`src/rtl/transfer_sequencer.sv`:
```
// Sequences one register-to-register move or immediate load over a shared transfer bus:
// drive the source, strobe the destination load, then hold the bus stable while it latches.
module transfer_sequencer #(
    parameter int SETTLE_CYCLES = 1
) (
    input  logic       i_clk,
    input  logic       i_reset,
    input  logic       i_cmd_valid,
    input  logic       i_cmd_kind,
    input  logic [1:0] i_cmd_src,
    input  logic [1:0] i_cmd_dst,
    input  logic [7:0] i_cmd_imm,
    output logic       o_cmd_ready,
    output logic [3:0] o_assert_transfer,
    output logic [3:0] o_load_transfer,
    output logic       o_imm_drive,
    output logic [7:0] o_imm,
    output logic       o_done,
    output logic [7:0] o_move_count
);

    typedef enum logic [1:0] {
        IDLE,
        DRIVE,
        LOAD,
        LATCH
    } state_t;

    state_t     state_q, state_d;
    logic [3:0] settle_cnt_q, settle_cnt_d;
    logic       kind_q, kind_d;
    logic [1:0] src_q, src_d;
    logic [1:0] dst_q, dst_d;
    logic [7:0] imm_q, imm_d;
    logic [7:0] move_count_q, move_count_d;

    logic       self_move;
    logic       source_active;

    always_ff @(posedge i_clk) begin
        if (i_reset) begin
            state_q      <= IDLE;
            settle_cnt_q <= 4'd0;
            kind_q       <= 1'b0;
            src_q        <= 2'd0;
            dst_q        <= 2'd0;
            imm_q        <= 8'd0;
            move_count_q <= 8'd0;
        end else begin
            state_q      <= state_d;
            settle_cnt_q <= settle_cnt_d;
            kind_q       <= kind_d;
            src_q        <= src_d;
            dst_q        <= dst_d;
            imm_q        <= imm_d;
            move_count_q <= move_count_d;
        end
    end

    always_comb begin
        state_d      = state_q;
        settle_cnt_d = settle_cnt_q;
        kind_d       = kind_q;
        src_d        = src_q;
        dst_d        = dst_q;
        imm_d        = imm_q;
        move_count_d = move_count_q;

        unique case (state_q)
            IDLE: begin
                if (i_cmd_valid) begin
                    kind_d       = i_cmd_kind;
                    src_d        = i_cmd_src;
                    dst_d        = i_cmd_dst;
                    imm_d        = i_cmd_imm;
                    settle_cnt_d = 4'(SETTLE_CYCLES - 1);
                    // A move onto itself needs no bus traffic, only the completion pulse.
                    if (!i_cmd_kind && (i_cmd_src == i_cmd_dst)) begin
                        state_d = LATCH;
                    end else begin
                        state_d = DRIVE;
                    end
                end
            end
            DRIVE: begin
                if (settle_cnt_q == 4'd0) begin
                    state_d = LOAD;
                end else begin
                    settle_cnt_d = settle_cnt_q - 4'd1;
                end
            end
            LOAD: begin
                state_d = LATCH;
            end
            LATCH: begin
                state_d      = IDLE;
                move_count_d = move_count_q + 8'd1;
            end
            default: begin
                state_d = IDLE;
            end
        endcase
    end

    // The source keeps driving through LATCH so the destination samples a settled bus.
    always_comb begin
        self_move         = !kind_q && (src_q == dst_q);
        source_active     = (state_q != IDLE) && !self_move;
        o_cmd_ready       = (state_q == IDLE);
        o_done            = (state_q == LATCH);
        o_imm_drive       = source_active && kind_q;
        o_imm             = o_imm_drive ? imm_q : 8'd0;
        o_assert_transfer = (source_active && !kind_q) ? (4'b0001 << src_q) : 4'b0000;
        o_load_transfer   = (state_q == LOAD) ? (4'b0001 << dst_q) : 4'b0000;
        o_move_count      = move_count_q;
    end

endmodule

```
`config.mk`:
```
export PLATFORM = sky130hd
export DESIGN_NAME = transfer_sequencer
export DESIGN_NICKNAME = d
export VERILOG_FILES = /design/src/rtl/transfer_sequencer.sv
export SDC_FILE = /design/constraint.sdc
export NUM_CORES = 1
export LEC_CHECK = 0
export CORE_ASPECT_RATIO = 0.7
export CORE_UTILIZATION = 46
export CTS_BUF_LIST = sky130_fd_sc_hd__clkbuf_4 sky130_fd_sc_hd__clkbuf_8 sky130_fd_sc_hd__clkbuf_16
export DETAILED_ROUTE_END_ITERATION = 16
export PLACE_DENSITY_LB_ADDON = 0.12
export SYNTH_ARGS = -nofsm -noshare
export SYNTH_HDL_FRONTEND = slang
export SYNTH_SLANG_ARGS = --single-unit
export TNS_END_PERCENT = 30
```
`constraint.sdc`:
```
create_clock -name i_clk -period 1.9 [get_ports i_clk]
set_input_delay 0.285 -clock i_clk [delete_from_list [all_inputs] [get_ports i_clk]]
set_output_delay 0.285 -clock i_clk [all_outputs]
set_load 0.005 [all_outputs]
```
# Word level (Yosys, flattened, before mapping)
# Index checks and enable logic that the tools add are counted.
# Widths: inputs -> output; s select.
[op_classes]
addsub = 2
eq_ne = 8
shift = 2
muxes = 10
reduce_logical = 15
[ops]
columns = ["operator", "n"]
rows = [
  ["$mux 4", 4],
  ["$add 8x1->8 const B", 1],
  ["$mux 8", 1],
  ["$pmux 2 s4", 1],
  ["$pmux 4 s2", 1],
  ["$shl 1x2->4 const A", 2],
  ["$mux 2", 3],
  ["$ne 2x2->1 const B", 3],
  ["$logic_and 1x1->1", 5],
  ["$eq 2x2->1", 2],
  ["$eq 2x2->1 const B", 2],
  ["$logic_not 4->1", 1],
  ["$reduce_and 2->1", 2],
  ["$reduce_bool 2->1", 2],
  ["$sub 4x1->4 const B", 1],
  ["$logic_not 1->1", 3],
  ["$reduce_and 3->1", 1],
  ["$eq 2x1->1 const B", 1],
  ["$logic_not 2->1", 1],
]
[totals]
ff_bits = 27
input_bits = 16
word_cells = 44

# Depth between registers and ports, before layout
# Gate-level depths: netlist of run 1.
[logic_depth]
word_depth = 6
ltp_mapped = 6

# Least setup slack after synthesis of run 1
# No wires, ideal clock.
[synth_timing]
path_kind = "reg2reg"
startpoint = "register state_q[0]"
endpoint = "register state_q[1]"
setup_ps = 88
arrival_time_ps = 1471
required_time_ps = 1812
slack_ps = 341
stages_incl_launch_ff = 6
n_path_buf = 0
synth_period_minus_slack_ps = 1559
path_cell_list = "dfxtp_1 > inv_1 > ha_1 > inv_2 > or4_4 > a311oi_2"
[synth_via]
elab_chain_len = 3
word_cells_on_any_way = 8
cone_classes = "5 x eq/ne; 1 x mux; 2 x reduce/logical"
[synth_rtl]
columns = ["element", "line", "source"]
rows = [
  ["start, declared", "29", "state_t state_q, state_d;"],
  ["start signal, assigned", "50", "state_q <= state_d;"],
  ["$logic_not 2->1 *", "--", ""],
  ["via o_cmd_ready", "13", "output logic o_cmd_ready,"],
  ["$ne 2x2->1 (no line)", "--", ""],
  ["$reduce_and 2->1 (no line)", "--", ""],
]
# The timed path passes the listed nets; every way through them passes the cells marked *.
# A chain may end at the register's enable or synchronous reset.

# Worst setup path after layout of run 1
[layout_timing]
startpoint = "register state_q[1]"
endpoint = "output port o_load_transfer[3]"
[layout_via]
elab_chain_len = 2
[layout_rtl]
columns = ["element", "line", "source"]
rows = [
  ["$eq 2x2->1", "114", "o_load_transfer = (state_q == LOAD) ? (4'b0001 << dst_q) : 4'b0000;"],
  ["$mux 4", "114", ""],
  ["end, declared", "15", "output logic [3:0] o_load_transfer,"],
]
# No other way between the ends.

==> impl_results.md, run 1 <==
- Clk buf depth: 2
- Hold Path End: imm_q[6]$_SDFFE_PP0P_
- Die span in y: 47.60 um
- Final cell count without fillers: 258
- Reg area: 543.0 um2
- GRT Util Overall: 0.2266
- Share of layout cells above drive strength 1: 0.1306
- Via count: 1346
- Die X: 67.14 um
- Yosys synthesis warning count: 0
- Placer Congestion: 0.8538
- Pin count of the biggest net entering global routing: 19
- Startpoint types: flip-flop
- Leading post-synthesis cells by cell area: dfxtp_1, nand2_1, a21oi_1, ha_1, nor2_1
- Final Setup Violations: 1
- Outcome: finished, violations left
- Most common cell in the netlist: nand2_1
- Final slew viol count: 0
- CTS Buf Count: 3
- Die area: 0.003196 mm2
- H-tree depth: 1
- Core Util, Final: 0.6906
- Setup CP Type: flip-flop to primary output
- RR Endpoint: settle_cnt_q[1]$_SDFFE_PP0P_
- Global-route wire length before repair: 5.285 mm
- Seq cells post-synth: 27
- Pwr dens: 808.0 mW/mm2
- Primary FF master, synth: dfxtp_1
- HP Class: flip-flop to flip-flop
- DR pass1 iterations: 4
- Post-Synthesis Cells: 177
- Met1 WL: 1.671 mm
- ANT nets after route: 0
- Least-Margin Pin Slew: 510.4 ps
- Nets@finish: 245
- Syn avg cell area: 7.719 um2
- Top-area cell type share of the netlist area: 0.3956
- Root buf cell: clkbuf_8
- CP endpoint kind: primary output
- Initial core utilization: 0.4875
- DR WL met2: 1.510 mm
- Clock Sinks: 27
- I/O pin count: 43
- RSZ-0062 raised after global routing: true
- R2R cell count: 6
- Area of the mapped netlist: 0.001366 mm2
- Worst setup margin: -17.57 ps
- Cell taking the most area after synthesis: dfxtp_1
- 1st-iter DRT viols: 110
- Seq/Total Area, Yosys: 0.3956
- Multi-input gate area: 807.0 um2
- # diodes: 0
- Post-DP HPWL: 2.489 mm
- CTS clock-pin slew for the worst setup and hold paths: 100 ps
- Post-synth cell types: 33
- Relative slew slack: 0.6589
- Via/cell ratio: 5.217
- R2R Path Start: settle_cnt_q[0]$_SDFFE_PP0P_
- Worst clock skew: 8.258 ps
- Hold slack: 459.5 ps
- Hold depth: 2
- Reg2Reg Setup Slack: 160 ps
- Core area: 0.002803 mm2
- Async SR Flop Fraction: 0
- Area Overhead vs Synth: 41.67%
- Hold_sp: imm_q[6]$_SDFFE_PP0P_
- Routed wire length: 3.477 mm
- CP Max Fanout: 4
- Critical path arrival: 1630 ps
- Max IR drop VDD: 0.0005315 V
- Vias in the first global route: 1122
- Number of port buffers: 42
- Leak: 0.8205 nW
- EDFF count, synth: 0
- Crit path time final: 1918 ps
- Grt total ovfl: 0
- Violated checks: negative setup slack
- Placed Cells incl. Taps: 252
- Hold buffer count at cts: 0
- Fin. Hold Viols: 0
- Wire length per cell: 13.48 um
- Initial antenna violation count: 0
- Fillcell total: 237
- Num rows: 16
- F_max: 521.5 MHz
- Most frequent cells after synthesis: nand2_1, dfxtp_1, a21oi_1, nor2_1, and2_1
- DRC Markers: 0
- CTS tree: yes
- Worst-Skew Late Latency: 280 ps
- Highest Signal Layer: met4
- Met3 routed WL: 276 um
- Fin crit share: 1.009
- Post-Synthesis Net Count: 199
- CP required: 1620 ps
- Max Cap Violations: 0
sequential cells by signal, indices dropped and copies added, names as in the netlist:
signal and count:
dst_q 2, imm_q 8, kind_q 1, o_move_count 8, settle_cnt_q 4, src_q 2, state_q 2
logic make-up (layout without fill, tap and decap cells):
group           count (synthesis)  in the layout  synth area share
xor+xnor                        7              7           0.04487
compound gates                 31             31            0.1355
simple gates                   89             90            0.3141
fa+ha+maj                       6              6           0.05494
flops                          27             27            0.3956
buf+inv                        16             60           0.04761
mux                             1              1          0.007326
how the worst max path moves through the flow:
stage | startpoint | end | slack, ps | cells past startpoint
finish | state_q[1]$_SDFFE_PP0P_ | o_load_transfer[3] | -20 | 5
global route | state_q[1]$_SDFFE_PP0P_ | o_load_transfer[3] | -140 | 5
CTS | state_q[1]$_SDFFE_PP0P_ | o_imm[4] | -110 | 5
detailed placement | state_q[0]$_SDFFE_PP0P_ | o_imm[5] | 3 | 5
global placement | state_q[0]$_SDFFE_PP0P_ | o_assert_transfer[0] | 30 | 5
floorplan | state_q[0]$_SDFFE_PP0P_ | state_q[1]$_SDFFE_PP0P_ | 340 | 5
layer usage:
layer / global-route usage / vias up
met3: 0.08095 / 4
met4: 0.05532 / 0
li1: - / 677
met1: 0.3017 / 610
met5: 0 / -
met2: 0.3540 / 55
area by class of cell:
type	count	area share
repair buffers	49	0.2405
clock buffers	3	0.02133
well taps	36	0.02327
flip-flops and latches	27	0.2805
inverters	7	0.01357
clock inverters	1	0.003878
multi-input cells	135	0.4169
power by group:
part           switching (W)  total [W]  leakage, nW  internal [W]
clock network       0.000190   0.000339       0.0217      0.000149
logic               0.000297   0.000554        0.578      0.000257
registers          0.0000477   0.000670        0.220      0.000623
cell usage in the layout (no fill, tap or decap), drive strengths merged, types with 5 or more instances in the layout:
master          n
nand2          39
dfxtp          27
clkdlybuf4s50  26
a21oi          20
nor2           17
dlygate4sd2    10
and2            9
buf             7
inv             7
ha              6
o21ai           5
xor2            5
nor3            5
worst max-delay path, cell delays in order (launching register included):
cell             delay, ps
dfxtp_2                350
buf_4                  120
ha_2                   200
nand2_1                 70
nor2_1                 100
clkdlybuf4s50_1        500
metrics by stage:
stage	power [W]	setup TNS (ps)	cell area [um2]	setup slack [ps]
finish	0.001564	-17.57	1936	-17.57
global route	0.001662	-188.5	1936	-136.8
CTS	0.001561	-308.1	1929	-106.4
detailed placement	0.001179	0	1838	3.028
global placement	0.001161	0	1838	33.48
floorplan	0.0009588	0	1366	341.1
what timing repair did:
action	CTS	global route
setup endpoints to repair	18	8
resized for setup	26	6
setup buffers	1	0
gates cloned	1	0
No activity file was read; power rests on OpenSTA's default activity.
==> inputs of run 2 (changes only) <==
--- a/config.mk
+++ b/config.mk
@@ -6,6 +6,7 @@
 export NUM_CORES = 1
 export LEC_CHECK = 0
 export CORE_ASPECT_RATIO = 0.7
+export CORE_MARGIN = 5
 export CORE_UTILIZATION = 46
 export CTS_BUF_LIST = sky130_fd_sc_hd__clkbuf_4 sky130_fd_sc_hd__clkbuf_8 sky130_fd_sc_hd__clkbuf_16
 export DETAILED_ROUTE_END_ITERATION = 16
==> impl_results.md, run 2 (synthesis gave the netlist of run 1 again) <==
- CP Max Fanout: 7
- CTS tree: yes
- HP Class: flip-flop to flip-flop
- H-tree depth: 1
- Worst setup margin: 60.73 ps
- Max Cap Violations: 0
- Initial core utilization: 0.4840
- Placed instance area: 0.001838 mm2
- Setup CP Type: flip-flop to primary output
- Critical path arrival: 1550 ps
- Vias in the first global route: 1365
- Worst-Skew Late Latency: 270 ps
- Crit-path slowest cell: clkdlybuf4s50_1
- Fin crit share: 0.9680
- F_max: 543.7 MHz
- Design area: 0.001914 mm2
- Final slew viol count: 0
- Core area: 0.002823 mm2
- Wire length per cell: 13.85 um
- DR pass1 iterations: 4
- Global-route wire length before repair: 5.858 mm
- Placer Congestion: 0.8272
- Pin count of the biggest net entering global routing: 17
- Die span in y: 55.60 um
- Final TNS setup: 0 ps
- Initial antenna violation count: 0
- Max IR drop VDD: 0.0005454 V
- # diodes: 0
- Dpl ws: -6.854 ps
- Area Overhead vs Synth: 40.11%
- Pwr dens: 800.7 mW/mm2
- Power, Total: 0.001533 W
- Post-DP HPWL: 2.654 mm
- Grt total ovfl: 0
- Leak: 0.7870 nW
- Most common cell after layout, fill and taps aside: nand2_1
- Share of layout cells above drive strength 1: 0.1131
- 1st-iter DRT viols: 59
- Least-Margin Pin Slew: 475.2 ps
- Num rows: 16
- Relative slew slack: 0.6824
- I/O pin count: 43
- CP endpoint kind: primary output
- ANT nets after route: 0
- CP required: 1620 ps
- Fin. Hold Viols: 0
- Via count: 1344
- DRC Markers: 0
- Clock Sinks: 27
- Most frequent cells in the layout: nand2_1, dfxtp_1, clkdlybuf4s50_1
- Via/cell ratio: 5.230
- Nets@finish: 244
- Critical path's largest stage delay: 540 ps
- Crit path time final: 1839 ps
- Startpoint types: flip-flop
- Number of port buffers: 42
- Die area: 0.004177 mm2
- CTS clock-pin slew for the worst setup and hold paths: 100 ps
- Worst clock skew: 7.998 ps
- Root buf cell: clkbuf_8
- Routed wire length: 3.559 mm
- Hold buffer count at cts: 0
- Die X: 75.14 um
- CTS Buf Count: 3
- Outcome: finished clean
- Clk buf depth: 2
- Final Setup Violations: 0
- Crit-path cells: buf_4, ha_2, clkdlybuf4s50_1
- GRT Util Overall: 0.1762
- Crit path buf inv count: 2
- Post-CTS Setup Bufs: 0
- CP top delay family: buffers and inverters
-- run 2: report_power, final --
part,internal [W],switching (W),leakage [nW]
registers,0.000623,0.0000464,0.220
clock network,0.000149,0.000178,0.0217
logic,0.000249,0.000288,0.545
-- run 2: repair_timing --
item / 4_1_cts / 5_1_grt
pin swaps: 0 / 0
cloned: 1 / 0
resized for setup: 24 / 4
endpoints found under the setup margin: 18 / 8
hold endpoints to repair: 0 / 0
-- run 2: worst register-to-register path: stages (launching register included) --
cell,delay [ps]
dfxtp_1,350
inv_1,80
ha_1,220
or3b_4,420
nand2_1,130
nor3_1,60
a221o_1,340
-- run 2: layer usage --
layer / GRT usage / up-vias / part of all wire
li1: - / 681 / -
met1: 0.2214 / 615 / 0.48
met2: 0.2891 / 43 / 0.45
met3: 0.05054 / 5 / 0.063
met4: 0.05237 / 0 / 0.0048
met5: 0 / - / 0
-- run 2: through the flow --
step	util	hold slack, ps	cells
6_report	0.6782	458.6	257
5_1_grt	0.6782	485.8	257
4_1_cts	0.6720	459.2	257
3_5_place_dp	0.6512	445.5	252
3_3_place_gp	0.6512	437.9	252
2_1_floorplan	-	421.0	177
-- run 2: final timing paths --
kind	startpoint	to	slack, ps	depth (start not counted)
setup / recovery	state_q[0]$_SDFFE_PP0P_	o_done	60	3
hold / removal	imm_q[4]$_SDFFE_PP0P_	imm_q[4]$_SDFFE_PP0P_	460	2
setup reg to reg	settle_cnt_q[0]$_SDFFE_PP0P_	settle_cnt_q[1]$_SDFFE_PP0P_	190	6
hold reg to reg	imm_q[4]$_SDFFE_PP0P_	imm_q[4]$_SDFFE_PP0P_	460	2
-- run 2: cell type report --
| type | instances | area [um2] |
|---|---|---|
| repair buffers | 48 | 447.9 |
| clock inverters | 1 | 7.507 |
| clock buffers | 3 | 41.29 |
| fillers | 235 | 908.4 |
| flip-flops and latches | 27 | 543.0 |
| well taps | 36 | 45.04 |
| multi-input cells | 135 | 803.3 |
| inverters | 7 | 26.28 |
==> inputs of run 3 (changes only) <==
--- a/config.mk
+++ b/config.mk
@@ -8,7 +8,7 @@
 export CORE_ASPECT_RATIO = 0.7
 export CORE_MARGIN = 5
 export CORE_UTILIZATION = 46
-export CTS_BUF_LIST = sky130_fd_sc_hd__clkbuf_4 sky130_fd_sc_hd__clkbuf_8 sky130_fd_sc_hd__clkbuf_16
+export CTS_CLUSTER_DIAMETER = 40
 export DETAILED_ROUTE_END_ITERATION = 16
 export PLACE_DENSITY_LB_ADDON = 0.12
 export SYNTH_ARGS = -nofsm -noshare
==> results of run 3 <==
Final layout, timing and power as in run 2 (identical DEF).
